<file path="config.mk">
export PLATFORM = sky130hd
export DESIGN_NAME = b3_countdown
export DESIGN_NICKNAME = d
export VERILOG_FILES = /design/src/rtl/b3_pkg.sv /design/src/rtl/b3_halfsubtractor.sv /design/src/rtl/b3_countdown.sv
export SDC_FILE = /design/constraint.sdc
export NUM_CORES = 1
export LEC_CHECK = 0
export ABC_AREA = 0
export CAP_MARGIN = 30
export CORE_UTILIZATION = 44
export CTS_CLUSTER_DIAMETER = 80
export DETAILED_ROUTE_END_ITERATION = 7
export GPL_TIMING_DRIVEN = 0
export PLACE_DENSITY = 0.76
export SKIP_LAST_GASP = 1
export SLEW_MARGIN = 10
export SYNTH_ARGS = -nofsm -noshare
export SYNTH_HDL_FRONTEND = slang
export SYNTH_HIERARCHICAL = 1
export SYNTH_SLANG_ARGS = --single-unit
export TNS_END_PERCENT = 5
</file>
<file path="constraint.sdc">
create_clock -name clock -period 2 [get_ports clock]
set_input_delay 0.3 -clock clock [delete_from_list [all_inputs] [get_ports clock]]
set_output_delay 0.3 -clock clock [all_outputs]
set_load 0.02 [all_outputs]
</file>
<file path="src/rtl/b3_pkg.sv">
// Shared definitions for the base-3 counter family.
// Includes digit codes, FSM state encoding and the digit sanitiser.
package b3_pkg;

  localparam logic [1:0] B3_ZERO = 2'b00;
  localparam logic [1:0] B3_ONE  = 2'b01;
  localparam logic [1:0] B3_TWO  = 2'b10;
  localparam logic [1:0] B3_ILL  = 2'b11;

  typedef enum logic [1:0] {
    ST_IDLE = 2'd0,
    ST_RUN  = 2'd1,
    ST_DONE = 2'd2
  } b3_state_e;

  // The illegal code is loaded as zero so q never carries 11.
  function automatic logic [1:0] b3_sanitize(input logic [1:0] digit);
    return (digit == B3_ILL) ? B3_ZERO : digit;
  endfunction

endpackage

</file>
<file path="src/rtl/b3_halfsubtractor.sv">
// One base-3 digit of the borrow chain.
// With bin=1 the digit decrements; 0 wraps to 2 and raises bout.
module b3_halfsubtractor
  import b3_pkg::*;
(
  input  logic [1:0] x1_x0,
  input  logic       bin,
  output logic [1:0] d1_d0,
  output logic       bout
);

  always_comb begin
    d1_d0 = x1_x0;
    bout  = 1'b0;
    if (bin) begin
      case (x1_x0)
        B3_ZERO: begin
          d1_d0 = B3_TWO;
          bout  = 1'b1;
        end
        B3_ONE:  d1_d0 = B3_ZERO;
        B3_TWO:  d1_d0 = B3_ONE;
        default: d1_d0 = B3_ZERO;
      endcase
    end
  end

endmodule

</file>
<file path="src/rtl/b3_countdown.sv">
// Loadable N-digit base-3 down-counter with IDLE/RUN/DONE control.
// WRAP=0 stops at zero with done; WRAP=1 wraps to all-2s and pulses eu.
module b3_countdown
  import b3_pkg::*;
#(
  parameter int N    = 3,
  parameter int WRAP = 0
) (
  input  logic           clock,
  input  logic           reset_,
  input  logic           load,
  input  logic [2*N-1:0] d_in,
  input  logic           start,
  input  logic           ei,
  output logic [2*N-1:0] q,
  output logic           eu,
  output logic           busy,
  output logic           done,
  output b3_state_e      dbg_state
);

  localparam bit WRAP_EN = (WRAP != 0);
  localparam logic [2*N-1:0] ONE_VAL = {{(2*N-2){1'b0}}, B3_ONE};

  b3_state_e      state_q, state_d;
  logic [2*N-1:0] q_q, q_d;
  logic           eu_q, eu_d;
  logic           busy_q, done_q;

  logic [N:0]     borrow;
  logic [2*N-1:0] q_dec;
  logic [2*N-1:0] q_load;
  logic           q_is_zero;
  logic           q_is_one;

  // Control is level-sampled, no handshake: load wins over start and ei,
  // start is only seen in IDLE, each cycle ei is high in RUN is one decrement.
  assign borrow[0] = ei & (state_q == ST_RUN);

  for (genvar gi = 0; gi < N; gi++) begin : g_digit
    b3_halfsubtractor u_hs (
      .x1_x0 (q_q[2*gi +: 2]),
      .bin   (borrow[gi]),
      .d1_d0 (q_dec[2*gi +: 2]),
      .bout  (borrow[gi+1])
    );
    assign q_load[2*gi +: 2] = b3_sanitize(d_in[2*gi +: 2]);
  end

  assign q_is_zero = (q_q == '0);
  assign q_is_one  = (q_q == ONE_VAL);

  always_comb begin
    state_d = state_q;
    q_d     = q_q;
    eu_d    = 1'b0;
    if (load) begin
      q_d     = q_load;
      state_d = ST_IDLE;
    end else begin
      case (state_q)
        ST_IDLE: begin
          if (start) begin
            state_d = (q_is_zero && !WRAP_EN) ? ST_DONE : ST_RUN;
          end
        end
        ST_RUN: begin
          if (ei) begin
            // A stopping counter never decrements through zero.
            if (!WRAP_EN && q_is_zero) begin
              state_d = ST_DONE;
            end else begin
              q_d = q_dec;
              if (!WRAP_EN && q_is_one) state_d = ST_DONE;
              if (WRAP_EN && borrow[N]) eu_d = 1'b1;
            end
          end
        end
        ST_DONE: state_d = ST_DONE;
        default: state_d = ST_IDLE;
      endcase
    end
  end

  always_ff @(posedge clock) begin
    if (!reset_) begin
      state_q <= ST_IDLE;
      q_q     <= '0;
      eu_q    <= 1'b0;
      busy_q  <= 1'b0;
      done_q  <= 1'b0;
    end else begin
      state_q <= state_d;
      q_q     <= q_d;
      eu_q    <= eu_d;
      busy_q  <= (state_d == ST_RUN);
      done_q  <= (state_d == ST_DONE);
    end
  end

  assign q         = q_q;
  assign eu        = eu_q;
  assign busy      = busy_q;
  assign done      = done_q;
  assign dbg_state = state_q;

endmodule

</file>
* Word-level counts from Yosys, hierarchy flattened
Cells that the tools add are included.
** Word-level totals
- Register bits :: 10
- Bits of input ports :: 11
- Output and inout port bits :: 11
- Word-level logic and storage cells :: 56
** Cells by class
- Equality and inequality tests :: 12
- Multiplexer cells :: 24
- Bitwise operators :: 1
- Reductions and logical operators :: 13
** Operators with widths (number)
- 2-to-1 mux 2 bit :: 12
- 2-to-1 mux 6 bit :: 4
- equality test 2 bit, second input constant :: 8
- one-hot mux 2 bit (2 select lines) :: 3
- AND reduction 4 bit :: 3
- nonzero test 2 bit :: 5
- logical NOT 2 bit :: 4
- equality test 6 x 1 -> 1 bit, second input constant :: 1
- logical NOT 6 bit :: 1
- one-hot mux 2 bit (3 select lines) :: 1
- equality test 2 x 1 -> 1 bit, second input constant :: 2
- 2-to-1 mux 1 bit :: 4
- != test 2 bit, second input constant :: 1
- AND 1 bit :: 1

* Depth between registers and ports, before layout
- Depth in word-level cells :: 9
- Mapped depth :: 9
- Depth with buffers taken out :: 8

* Modules after synthesis
Netlist, hierarchy kept.
** By module, submodules not included
- b3_countdown :: times used 1, cells each 63, area each 559.3 µm², seq. area each 200.2 µm²
- b3_halfsubtractor :: times used 3, cells each 6, area each 40.0 µm², seq. area each 0.0 µm²

* Least setup slack after synthesis
No wires, ideal clock.
- Kind :: register to register
- Start :: register state_q[0], in the netlist dbg_state[0]
- End :: register q_q[5], in the netlist q[5]
- Library setup time :: 0.130 ns
- Arrival :: 1.881 ns
- Data required time :: 1.870 ns
- Slack :: -0.011 ns
- Cell stages (with the launch flop) :: 10
- Path buffers :: 1
- Period minus slack after synthesis :: 2.011 ns
- Path through :: dfxtp_1 -> and3b_1 -> buf_6 -> nor3b_2 -> nor3b_2 -> inv_1 -> a21o_1 -> nor2b_1 -> o21ai_0 -> mux2i_1
** Between the ends
- Longest elaborated chain between the ends :: 6
- Elaborated cells between the ends (all ways) :: 7
- Those cells by class :: eq/ne (1); mux (2); bitwise (1); reduce/logical (3)
** Ends and longest elaborated chain
- start, declared :: RTL line b3_countdown.sv:25 : b3_state_e state_q, state_d;
- start signal, assigned :: RTL line b3_countdown.sv:93 : state_q <= state_d;
- equality test 2 x 1 -> 1 bit :: RTL line b3_countdown.sv:38 : assign borrow[0] = ei & (state_q == ST_RUN);
- AND 1 bit :: RTL line b3_countdown.sv:38
- named net borrow[0] :: RTL line b3_countdown.sv:30 : logic [N:0] borrow;
- 2-to-1 mux 1 bit :: RTL line b3_halfsubtractor.sv:15 : if (bin) begin
- named net borrow[1] :: RTL line b3_countdown.sv:30
- 2-to-1 mux 1 bit :: RTL line b3_halfsubtractor.sv:15
- named net borrow[2] :: RTL line b3_countdown.sv:30
- nonzero test 2 bit (no source line)
- AND reduction 4 bit (no source line)
- end signal, assigned :: RTL line b3_countdown.sv:94 : q_q <= q_d;
- end, declared :: RTL line b3_countdown.sv:26 : logic [2*N-1:0] q_q, q_d;
The timed path passes the listed nets, and every way through them passes these cells.
A chain may end at the register's enable or synchronous reset.

* Worst setup path after layout
Same ends and word-level chain as after synthesis.

==> flow_summary_export.csv <==
group,metric,value,unit
power,sequentialPowerShare,0.421,
sta,max_freq,546,MHz
synth,ys_types,30,
power,power_per_cell_area,544,nW/um^2
power,peakVddDrop,0.257,mV
power,power.internal,0.386,mW
worst_setup_path,cp_max_fo,7,
finish,final_common_cell,"clkdlybuf4s50_1",
routing,dr.pass1.iters,3,
routing,wirelength,1500,um
synth,synth_mux_area_frac,0.0737,
die,die_w,41.3,um
die,fp.dieH,41.3,um
min_path,worstHoldStart,"ei",
power,p_clk_frac,0.350,
sta,drv_slew,0,
routing,drt-initial-drc-count,4,
synth,synth_fa_ha_area_frac,0,
finish,n_antenna_cell,0,
finish,most-common-layout-cells,"clkdlybuf4s50_1 (19), dfxtp_1 (9), o21ai_0 (7)",
min_path,hold_class,"input port to flip-flop",
finish,final_area,973,sq um
worst_setup_path,reg2regPathDepth,9,
placed_design,dp.cells,116,
power,p_comb_frac,0.228,
placed_design,port_buffers,20,
clocking,clock-root-buffer,"clkbuf_4",
synth,async_flop_share,0,
worst_setup_path,crit_type,"flip-flop to flip-flop",
sta,tns,0,ns
sta,fin_skew,0.00144,ns
sta,grt_setup_unrepaired,"no",
sta,fin_crit_sh,0.916,
sta,hold_violations,0,
global_routing,grt-ovfl-total,0,
synth,ys_seq_area_frac,0.295,
synth,synth_cells,81,
synth,yosys.area_share.simple,0.376,
synth,syn_nets,92,
finish,layoutNonFillerInstCount,123,
routing,wl_per_cell,12.2,um
synth,synth-compound-area-share,0.177,
worst_setup_path,critPathArrivalTime,2.03,ns
worst_setup_path,r2r_start,"dbg_state[0]",
synth,synth_top_family_by_area,"simple AND/OR/NAND/NOR gates",
finish,fin_nets,120,
global_routing,grt_pass1_vias,507,
synth,synth_edf_count,0,
clocking,cts_sinks,10,
job,maxCapViolations,0,
synth,synthFlopType,"dfxtp_1",
die,fp.dieArea,1710,sq um
routing,drc,0,
global_routing,grt_max_degree,11,
power,p_sw_frac,0.270,
clocking,clk_pin_slew_worst_paths,0.07,ns
finish,area_delta_synth_final,43.3,%
die,fp.coreArea,1370,sq um
die,ios,22,
run_status,status,"finished clean",
finish,drive_gt1_frac,0.157,
clocking,hold_buffers,0,
placed_design,hpwl,1040,um
worst_setup_path,critPathLaunchType,"flip-flop",
die,rows,13,
synth,synth_seq_cells,10,
placed_design,gp_congestion,0.711,
worst_setup_path,regToRegEndpoint,"q[5]",
clocking,cts_tree,"built",
routing,ant_nets,0,
min_path,hold_depth,3,
worst_setup_path,worstPathRequired,2.20,ns
placed_design,postPlaceCellArea,900,sq um
die,start_util,0.497,
routing,vias_per_cell,5.46,
sta,fin_crit,1.83,ns
worst_setup_path,cp-end-kind,"flip-flop",
synth,netlist_area,679,sq um
power,p_total,0.529,mW
clocking,ctsLongestPathBuffers,2,
clocking,cts_made_buffers,3,
synth,syn_area_per_cell,8.39,sq um
sta,holdWs,0.399,ns
sta,setup-violations-final,0,
global_routing,antenna_found_initial,0,
clocking,htree_levels,1,
synth,yosysWarnings,6,
clocking,clkLatencyLatePin,0.27,ns
global_routing,grt_pass1_wl,2120,um
global_routing,grt_usage,0.200,
min_path,min_to,"dbg_state[0]",
routing,num_vias,672,
synth,synth_xor_area_frac,0,
power,p_switching,0.143,mW
worst_setup_path,ff2ff_setup_slack,0.17,ns
power,cellLeakagePower,0.429,nW
registers in the layout, indices dropped and copies added, names as in the netlist:
signal and cells:
q 6, dbg_state 2, done 1, busy 1
power by group through the flow:
stage,registers (mW),logic [mW],clock network (mW)
4_1_cts,0.223,0.121,0.188
2_1_floorplan,0.235,0.0584,0
6_report,0.223,0.121,0.185
5_1_grt,0.225,0.131,0.192
3_5_place_dp,0.226,0.118,0
3_3_place_gp,0.226,0.117,0
metrics by stage:
step | utilization | worst slack [ns]
floorplan | - | 0.0887
global placement | 0.658 | -0.414
detailed placement | 0.658 | -0.481
CTS | 0.705 | 0.0172
global route | 0.712 | 0.0107
finish | 0.712 | 0.168
worst max-delay path by stage:
stage,cells after the start,to,startpoint,slack (ns)
2_1_floorplan,9,q[5],dbg_state[1],0.09
3_3_place_gp,10,q[5],ei,-0.41
3_5_place_dp,10,q[5],ei,-0.48
4_1_cts,10,q[5],ei,0.02
5_1_grt,9,q[5],dbg_state[0],0.01
6_report,9,q[5],dbg_state[0],0.17
critical path, stage by stage (launching register included):
cell,delay [ns]
dfxtp_2,0.38
and3b_1,0.19
buf_6,0.11
nor3b_4,0.20
nor3b_4,0.24
nor3b_2,0.20
a21o_1,0.10
nor2b_1,0.12
o21ai_1,0.08
mux2i_1,0.15
layout make-up:
type | count | area [sq um]
tap | 15 | 18.8
buffer | 4 | 27.5
fill | 119 | 393
timing repair buffer | 23 | 225
sequential | 10 | 201
multi-input combinational | 61 | 442
clock buffer | 4 | 36.3
inverter | 6 | 22.5
repair_timing:
| item | in CTS | in global routing |
|---|---|---|
| gates cloned | 0 | 0 |
| pin swaps | 0 | 1 |
| setup endpoints to repair | 2 | 3 |
| endpoints found under the hold margin | 0 | 0 |
| buffers inserted | 2 | 1 |
| gates resized for setup | 2 | 2 |
synthesized netlist by cell type, drive strengths merged (3+ instances only):
library cell / count / area share
nand3b: 4 / 0.044
nor2b: 5 / 0.046
mux2i: 5 / 0.074
inv: 6 / 0.033
a21o: 3 / 0.033
o21ai: 8 / 0.059
nand2: 5 / 0.028
buf: 3 / 0.035
dfxtp: 10 / 0.29
nor3b: 4 / 0.066
nor2: 3 / 0.017
and3b: 6 / 0.077
metal layers:
layer | part of all wire | global-route usage | wire length [um]
met1 | 0.44 | 0.223 | 655
met2 | 0.49 | 0.328 | 731
met3 | 0.041 | 0.0319 | 62
met4 | 0.032 | 0.169 | 48
met5 | 0 | 0 | 0
cell families after synthesis:
family          Yosys count
simple gates             37
buf+inv                  10
mux                       5
other cells               1
compound gates           18
flops                    10
No activity file was read; power rests on OpenSTA's default activity.
